<file path="config.mk">
export PLATFORM = sky130hd
export DESIGN_NAME = mvm_issue_ctrl
export DESIGN_NICKNAME = d
export VERILOG_FILES = /design/src/rtl/mvm_issue_ctrl.sv
export SDC_FILE = /design/constraint.sdc
export NUM_CORES = 1
export LEC_CHECK = 0
export BUFFER_PORTS_ARGS = -buffer_cell sky130_fd_sc_hd__buf_2
export CAP_MARGIN = 20
export CORE_ASPECT_RATIO = 0.7
export CORE_MARGIN = 2
export CORE_UTILIZATION = 50
export DETAILED_ROUTE_END_ITERATION = 6
export PLACE_DENSITY = 0.86
export SKIP_CTS_REPAIR_TIMING = 1
export SLEW_MARGIN = 10
export SYNTH_ARGS = -nofsm -noshare
export SYNTH_HDL_FRONTEND = slang
export SYNTH_SLANG_ARGS = --single-unit
</file>
<file path="constraint.sdc">
create_clock -name clock -period 2.3 [get_ports clock]
set_input_delay 0.46 -clock clock [delete_from_list [all_inputs] [get_ports clock]]
set_output_delay 0.46 -clock clock [all_outputs]
set_load 0.01 [all_outputs]
</file>
<file path="src/rtl/mvm_issue_ctrl.sv">
// rtl/mvm_issue_ctrl.sv - issue controller for the mat_vec_mult start/done engine
// Optional perf counters (perf_vtx, perf_stall) under MVM_PERF_CNT_EN.
module mvm_issue_ctrl #(
    parameter int GUARD   = 2,
    parameter int TIMEOUT = 64
) (
    input  logic        clock,
    input  logic        resetn,
    input  logic        in_valid,
    output logic        in_ready,
    input  logic [31:0] in_x,
    input  logic [31:0] in_y,
    input  logic [31:0] in_z,
    output logic        mvm_start,
    output logic [31:0] mvm_v1,
    output logic [31:0] mvm_v2,
    output logic [31:0] mvm_v3,
    input  logic        mvm_done,
    input  logic [31:0] mvm_o1,
    input  logic [31:0] mvm_o2,
    input  logic [31:0] mvm_o3,
    output logic        out_valid,
    input  logic        out_ready,
    output logic [31:0] out_x,
    output logic [31:0] out_y,
    output logic [31:0] out_z,
    output logic        busy,
    output logic        err_timeout
`ifdef MVM_PERF_CNT_EN
    ,
    output logic [31:0] perf_vtx,
    output logic [31:0] perf_stall
`endif
);

    localparam int TW = $clog2(TIMEOUT + 1);
    localparam int GW = (GUARD > 1) ? $clog2(GUARD) : 1;

    typedef enum logic [1:0] {S_IDLE, S_ISSUE, S_GUARD, S_WAIT} state_t;

    state_t          state, state_nx;
    logic            inbuf_full;
    logic [31:0]     inbuf_x, inbuf_y, inbuf_z;
    logic [GW-1:0]   gcnt;
    logic [TW-1:0]   tcnt;
    logic            accept, issue, capture, tmo;

    assign in_ready  = !inbuf_full;
    assign accept    = in_valid && in_ready;
    assign mvm_start = (state == S_ISSUE);
    assign busy      = (state != S_IDLE) || inbuf_full || out_valid;

    always_comb begin
        state_nx = state;
        issue    = 1'b0;
        capture  = 1'b0;
        tmo      = 1'b0;
        case (state)
            S_IDLE: begin
                if (inbuf_full && !(out_valid && !out_ready)) begin
                    issue    = 1'b1;
                    state_nx = S_ISSUE;
                end
            end
            S_ISSUE: state_nx = S_GUARD;
            S_GUARD: begin
                if (gcnt == GW'(GUARD - 1)) state_nx = S_WAIT;
            end
            S_WAIT: begin
                // A finished result waits for a free result register rather than overwrite one.
                if (mvm_done) begin
                    if (!out_valid || out_ready) begin
                        capture  = 1'b1;
                        state_nx = S_IDLE;
                    end
                end else if (tcnt == TW'(TIMEOUT - 1)) begin
                    tmo      = 1'b1;
                    state_nx = S_IDLE;
                end
            end
            default: state_nx = S_IDLE;
        endcase
    end

    always_ff @(posedge clock or negedge resetn) begin
        if (!resetn) begin
            state       <= S_IDLE;
            inbuf_full  <= 1'b0;
            inbuf_x     <= '0;
            inbuf_y     <= '0;
            inbuf_z     <= '0;
            mvm_v1      <= '0;
            mvm_v2      <= '0;
            mvm_v3      <= '0;
            out_valid   <= 1'b0;
            out_x       <= '0;
            out_y       <= '0;
            out_z       <= '0;
            gcnt        <= '0;
            tcnt        <= '0;
            err_timeout <= 1'b0;
        end else begin
            state <= state_nx;

            if (accept) begin
                inbuf_full <= 1'b1;
                inbuf_x    <= in_x;
                inbuf_y    <= in_y;
                inbuf_z    <= in_z;
            end else if (issue) begin
                inbuf_full <= 1'b0;
            end

            if (issue) begin
                mvm_v1 <= inbuf_x;
                mvm_v2 <= inbuf_y;
                mvm_v3 <= inbuf_z;
            end

            if (state == S_ISSUE)      gcnt <= '0;
            else if (state == S_GUARD) gcnt <= gcnt + 1'b1;

            if (state == S_GUARD)                  tcnt <= '0;
            else if (state == S_WAIT && !mvm_done) tcnt <= tcnt + 1'b1;

            if (tmo) err_timeout <= 1'b1;

            if (capture) begin
                out_x     <= mvm_o1;
                out_y     <= mvm_o2;
                out_z     <= mvm_o3;
                out_valid <= 1'b1;
            end else if (out_valid && out_ready) begin
                out_valid <= 1'b0;
            end
        end
    end

`ifdef MVM_PERF_CNT_EN
    always_ff @(posedge clock or negedge resetn) begin
        if (!resetn) begin
            perf_vtx   <= '0;
            perf_stall <= '0;
        end else begin
            if (capture)                 perf_vtx   <= perf_vtx + 32'd1;
            if (out_valid && !out_ready) perf_stall <= perf_stall + 32'd1;
        end
    end
`endif

endmodule

</file>
# [Word-level counts from Yosys, hierarchy flattened]
# Index checks and enable logic that the tools add are counted.
[word_totals] out_inout_bits=197 wordCells=67 input_bits=197 regBits=301
[op_classes] reduce_logical=20 eq_ne=8 n_addsub=2 muxes=22
[ops] op="two-way mux 1 bit" count=14
[ops] op="two-way mux 7 bit" count=2
[ops] op="two-way mux 2 bit" count=5
[ops] op="nonzero test 2 bit" count=5
[ops] op="one-hot mux 2 bit (4 select lines)" count=1
[ops] op="adder 7 x 1 -> 7 bit, second input constant" count=1
[ops] op="== test 7 x 6 -> 1 bit, second input constant" count=1
[ops] op="!= test 3 bit, second input constant" count=2
[ops] op="logical AND 1 bit" count=5
[ops] op="zero test 1 bit" count=5
[ops] op="== test 2 bit, second input constant" count=2
[ops] op="!= test 2 bit, second input constant" count=2
[ops] op="AND reduction 4 bit" count=1
[ops] op="logical OR 1 bit" count=3
[ops] op="== test 2 x 1 -> 1 bit, second input constant" count=1
[ops] op="zero test 2 bit" count=1
[ops] op="adder 1 bit, second input constant" count=1

# [Depth between registers and ports, before layout]
# Gate-level depths: netlist of run 1.
[depth] word_depth=8 ltp_mapped=7 ltp_nobuf=5

# [Worst setup path after synthesis of run 1]
# No wires, ideal clock.
[synth_path] path_kind="reg2reg" start="reg state[0]" end="reg out_x[10]" period_less_slack_ns=1.691 t_arrival_ns=1.566 setup_ns=0.125 slack_ns=0.609 stages_incl_launch_ff=7 t_required_ns=2.175 n_path_buf=3 path_cell_list="dfrtp_1 ha_1 buf_2 nand3_2 buf_2 buf_4 mux2_2"
[synth_between] elab_chain_len=2
[synth_rtl] element="start, declared" line="41" source="state_t state, state_nx;"
[synth_rtl] element="start signal, assigned" line="103" source="state <= state_nx;"
[synth_rtl] element="== test 2 bit" line="58" source="case (state)"
[synth_rtl] element="two-way mux 1 bit" line="58"
[synth_rtl] element="end signal, assigned" line="129" source="out_x <= mvm_o1;"
[synth_rtl] element="end, declared" line="24" source="output logic [31:0] out_x,"
# No other way between the ends.
# A chain may end at the register's enable or synchronous reset.

# [Worst setup path in the final report of run 1]
[layout_path] start="reg state[1]" end="out busy"
[layout_between] elab_chain_len=3
[layout_rtl] element="nonzero test 2 bit" line="51" source="assign busy = (state != S_IDLE) || inbuf_full || out_valid;"
[layout_rtl] element="logical OR 1 bit (2 in a row)" line="51"
[layout_rtl] element="end, declared" line="27" source="output logic busy,"
# No other way between the ends.

==> metrics.md, run 1 <==
| Metric | Value |
|---|---|
| Final cell count without fillers | 1430 |
| Number of library cell types mapped by synthesis | 35 |
| Max Clk Rate | 486.4 MHz |
| Crit-path slowest cell | dfrtp_1 |
| Worst Skew | 18.29 ps |
| Iter 0 DRT Violations | 227 |
| Final Cycle Share | 89.39% |
| DRC | 0 |
| Ys Warns | 0 |
| Post-Syn Instances | 687 |
| Average wire per standard cell | 18.43 um |
| Die footprint | 24320 sq um |
| CP cell instances | inv_1 -> ha_1 -> nand2_1 -> buf_2 |
| Layout area overhead | 29.19% |
| Final Hold Viols | 0 |
| Largest net degree at the start of global routing | 74 |
| Top Family by Delay on Critical Path | flip-flops |
| Fill cells | 1631 |
| LEAKAGE | 7.206 nW |
| Global-route wire length before repair | 39380 um |
| Clock Path Buffers | 3 |
| Floorplan Core Area | 22620 sq um |
| Worst vdd ir | 0.0009083 V |
| RSZ-0062 raised after global routing | no |
| Crit path time final | 2056 ps |
| Setup CP Type | flip-flop to output port |
| Cell row count | 46 |
| CTS Sinks | 301 |
| Final setup margin | 244.1 ps |
| Number of vias per cell | 5.043 |
| Cell taking the most area after synthesis | dfrtp_1 |
| CP Buf/Inv Count | 2 |
| # port buffers | 393 |
| Slew Limit Headroom | 60.92% |
| Avg Inst Size Synth | 16.79 sq um |
| Critical Path End Type | output port |
| Worst skew pair latency | 540 ps |
| CTS clk-pin slew, worst paths | 60 ps |
| Initial Utilization | 50.99% |
| Worst Tran Pin Value | 586.2 ps |
| Pwr dens | 1496 nW/um^2 |
| CP startpoint kind | flip-flop |
| Dpl cell area | 13950 sq um |
| Initial antenna violation count | 2 |
| Post-synth EDFFs | 0 |
| Async SR Flop Fraction | 100.0% |
| Synthesized flop and latch total | 301 |
| GRT Total Usage | 20.47% |
| Pre-CTS setup slack | 383.6 ps |
| Critical path arrival | 1600 ps |
| Count leader, synth | dfrtp_1 |
| Finished Cell Area | 14900 sq um |
| Crit path largest cell delay | 420 ps |
| Vias in the first global route | 7595 |
| DP Cell Count | 1375 |
| Vias | 7211 |
| Cell Area, Synth | 11530 sq um |
| Root buffer cell | clkbuf_16 |
| Post-synth top area share | 65.31% |
| Fraction of the yosys area taken by sequential cells | 65.31% |
| CTS tree | built |
| Nets | 1296 |
| DR pass1 iterations | 4 |
| Overflow after GRT | 0 |
| Layout cells sized above 1 | 67.26% |
| Syn Nets | 889 |
| MaxCap Viol Count | 0 |
| # IOs | 394 |
| Die width | 185.5 um |
| Main synth FF type | dfrtp_1 |
| Setup_tns | 0 ps |
| Final slew viol count | 0 |
| Post-detail-place hpwl | 19010 um |
| Total power | 22.29 mW |
| Final setup vio count | 0 |
| Remaining antenna violation count | 0 |
| Inserted Clock Buffers | 28 |
| Worst EP required | 1840 ps |
| Routed wire length | 26350 um |
| Status | finished clean |
| CP Max Fanout | 5 |
| Worst hold path type | primary input to flip-flop |
| Synth area leaders | dfrtp_1, mux2_2, mux2_4 |
| DIE HEIGHT | 131.1 um |
| Max H-tree Level | 1 |
| Post-synth top cells | dfrtp_1, mux2_2, mux2_4 |
| Routability cong. | 0.8065 |
-- worst paths after layout --
check	startpoint	endpoint	slack, ps	cells past startpoint
max	state[1]	busy	240	4
min	mvm_o2[11]	out_y[11]	150	2
max reg2reg	state[1]	mvm_v1[17]	320	5
min reg2reg	inbuf_z[24]	mvm_v3[24]	490	1
max in group asynchronous	resetn	inbuf_z[26]	1060	3
min in group asynchronous	resetn	out_y[14]	490	2
-- flip-flops by register name (all words and copies together) (netlist names) --
signal / count
err_timeout: 1
gcnt: 1
inbuf_full: 1
inbuf_x: 32
inbuf_y: 32
inbuf_z: 32
mvm_v1: 32
mvm_v2: 32
mvm_v3: 32
out_valid: 1
out_x: 32
out_y: 32
out_z: 32
state: 2
tcnt: 7
-- cells in the final DEF, fill, tap and decap left out, drive strengths merged, types with 3 or more instances in the layout --
| master | n |
|---|---|
| mux2 | 290 |
| a21oi | 4 |
| nand2b | 5 |
| dfrtp | 301 |
| inv | 6 |
| o21ai | 3 |
| diode | 3 |
| clkinv | 5 |
| ha | 5 |
| nor2 | 8 |
| nand2 | 4 |
| clkbuf | 43 |
| or3 | 3 |
| buf | 411 |
-- metrics by stage --
| stage | hold slack [ps] | utilization (%) |
|---|---|---|
| floorplan | 164.4 | - |
| finish | 149.3 | 65.88 |
| detailed placement | 471.5 | 61.68 |
| global placement | 466.1 | 61.68 |
| global route | 122.7 | 65.85 |
| CTS | -93.15 | 65.80 |
-- power by group --
part / internal [mW] / switching [mW] / leakage (nW)
registers: 8.00 / 1.41 / 3.59
logic: 4.61 / 3.65 / 3.16
clock network: 2.70 / 1.93 / 0.460
-- cell families after synthesis --
family | after synthesis | share of synthesized area, %
and+or+nand+nor | 34 | 1.855
xor gates and xnor gates | 1 | 0.07595
AOI/OAI and AO/OA | 15 | 0.8679
DFF | 301 | 65.31
adders and majority gates | 5 | 0.5424
buffers and inverters | 40 | 2.007
muxes | 291 | 29.34
-- area by class of cell --
type                    instances  area, sq um  share of cell area, %
flip-flops and latches        301         7532                  50.55
multi-input cells             346         3785                  25.40
repair buffers                412         2235                  15.00
clock buffers                  43        827.0                  5.550
well taps                     312        390.4                  2.620
clock inverters                 8        105.1                 0.7054
inverters                       5        18.77                 0.1260
diodes                          3        7.507                0.05038
-- layer usage --
layer | track usage (%) | vias to the layer above | wire length [um]
met5 | 0 | - | 13
met4 | 5.790 | 2 | 718
met3 | 6.188 | 57 | 1971
met2 | 34.48 | 234 | 12990
met1 | 26.00 | 3655 | 10660
li1 | - | 3263 | -
No activity file was read; power rests on OpenSTA's default activity.
==> run 2: changes to the inputs <==
- CORE_UTILIZATION: 50 -> 45
- PLACE_DENSITY: 0.86 -> 0.82
- clock period: 2.3 -> 1.87 ns (I/O delays scaled with it)
==> run 2 against run 1 <==
Against the previous run: non-clock buffer count increased by 23; via count up 0.22%; largest power group unchanged; cell area rose by 1.8%; power increased by 25%; critical path type unchanged; combinational power increased by 28%.
==> metrics.md, run 2 (synthesis results as in run 1) <==
| Metric | Value |
|---|---|
| Status | finished clean (unchanged) |
| Slew Limit Headroom | 74.81% (was 60.92%) |
| Crit path time final | 1850 ps |
| CTS clk-pin slew, worst paths | 70 ps (was 60 ps) |
| Layout cells sized above 1 | 68.84% (was 67.26%) |
| Vias in the first global route | 7736 (was 7595) |
| Post-detail-place hpwl | 19900 um (was 19010 um) |
| Number of vias per cell | 4.947 (was 5.043) |
| Routability cong. | 0.8121 (was 0.8065) |
| CTS tree | built (unchanged) |
| Pwr dens | 1833 nW/um^2 (was 1496 nW/um^2) |
| Critical Path End Type | output port (unchanged) |
| DRC | 0 (unchanged) |
| Global-route wire length before repair | 41810 um (was 39380 um) |
| Nets | 1319 (was 1296) |
| Largest net degree at the start of global routing | 56 (was 74) |
| Floorplan Core Area | 24920 sq um (was 22620 sq um) |
| DIE HEIGHT | 137.9 um (was 131.1 um) |
| DP Cell Count | 1406 (was 1375) |
| Die footprint | 26950 sq um (was 24320 sq um) |
| Die width | 195.4 um (was 185.5 um) |
| Register area | 7532 sq um (unchanged) |
| Finished Cell Area | 15170 sq um (was 14900 sq um) |
| Remaining antenna violation count | 0 (unchanged) |
| Average wire per standard cell | 18.52 um (was 18.43 um) |
| Worst Skew | 7.455 ps (was 18.29 ps) |
| Fill cells | 1855 (was 1631) |
| Overflow after GRT | 0 (unchanged) |
| Iter 0 DRT Violations | 244 (was 227) |
| Worst hold path type | primary input to flip-flop (unchanged) |
| Max Clk Rate | 540.4 MHz |
| Worst EP required | 1500 ps (was 1840 ps) |
| Vias | 7227 (was 7211) |
| MaxCap Viol Count | 0 (unchanged) |
| Root buffer cell | clkbuf_16 (unchanged) |
| Worst Tran Pin Value | 377.8 ps (was 586.2 ps) |
| Most frequent cells in the layout | buf_2, dfrtp_1, mux2_2 (unchanged) |
| Final Util | 60.87% (was 65.88%) |
| Worst vdd ir | 0.001016 V (was 0.0009083 V) |
| Final slew viol count | 0 (unchanged) |
| Final Cycle Share | 98.95% |
| Hold WS | 63.33 ps (was 149.3 ps) |
| GRT Total Usage | 19.55% (was 20.47%) |
| CP Max Fanout | 4 (was 5) |
| # port buffers | 393 (unchanged) |
| Initial Utilization | 46.28% (was 50.99%) |
| DR pass1 iterations | 4 (unchanged) |
| # IOs | 394 (unchanged) |
| Initial antenna violation count | 0 (was 2) |
| Inserted Clock Buffers | 28 (unchanged) |
| Area of the multi-input gates | 3812 sq um (was 3785 sq um) |
| Final Hold Viols | 0 (unchanged) |
| Critical path arrival | 1480 ps (was 1600 ps) |
| Routed wire length | 27060 um (was 26350 um) |
| Setup_tns | 0 ps (unchanged) |
| Max H-tree Level | 1 (unchanged) |
| Setup CP Type | flip-flop to output port (unchanged) |
| CP startpoint kind | flip-flop (unchanged) |
| Final cell count without fillers | 1461 (was 1430) |
| Dpl cell area | 14180 sq um (was 13950 sq um) |
| LEAKAGE | 7.342 nW (was 7.206 nW) |
| Cell row count | 48 (was 46) |
| CTS Sinks | 301 (unchanged) |
| Worst skew pair latency | 530 ps (was 540 ps) |
| Layout area overhead | 31.54% (was 29.19%) |
| Commonest non-fill, non-tap cell in the layout | buf_2 (unchanged) |
| N_diodes | 0 (was 3) |
| Clock Path Buffers | 3 (unchanged) |
| Final setup vio count | 0 (unchanged) |
[run 2: per-layer routing]
metal / up-vias / part of all wire, % / global-route usage, %
met5: - / 0 / 0
met3: 36 / 7.1 / 5.788
met1: 3661 / 42 / 26.08
li1: 3288 / - / -
met2: 242 / 49 / 32.18
met4: 0 / 1.7 / 3.944
[run 2: area by class of cell]
class,instances,share of cell area [%]
Sequential cell,301,49.65
Multi-Input combinational cell,346,25.13
Timing Repair Buffer,435,16.43
Clock buffer,34,5.105
Tap cell,325,2.680
Clock inverter,15,0.8825
Inverter,5,0.1237
[run 2: worst paths after layout]
path	startpoint	to	slack [ps]	depth (start not counted)
worst max-delay path	state[0]	busy	20	5
worst min-delay path	in_x[7]	inbuf_x[7]	60	2
worst max register to register	state[0]	mvm_v1[28]	160	5
worst min register to register	err_timeout	err_timeout	490	1
max in group asynchronous	resetn	out_z[22]	770	4
min in group asynchronous	resetn	inbuf_x[12]	340	2
[run 2: stage by stage]
step	power [mW]	worst slack (ps)
2_1_floorplan	17.87	179.2
3_3_place_gp	21.60	156.2
3_5_place_dp	22.16	81.52
4_1_cts	27.89	-134.5
5_1_grt	29.40	-42.99
6_report	27.80	19.61
[run 2: critical path, stage by stage, from the launching register on]
cell     delay (ps)
dfrtp_1         420
inv_2           100
ha_4            140
buf_6           110
nand2_2          50
buf_6           120
[run 2: where the power goes]
group | internal [mW] | total [mW] | switching (mW)
clock network | 3.21 | 5.63 | 2.41
registers | 9.84 | 11.6 | 1.76
logic | 5.99 | 10.6 | 4.58
total | 19.0 | 27.8 | 8.76
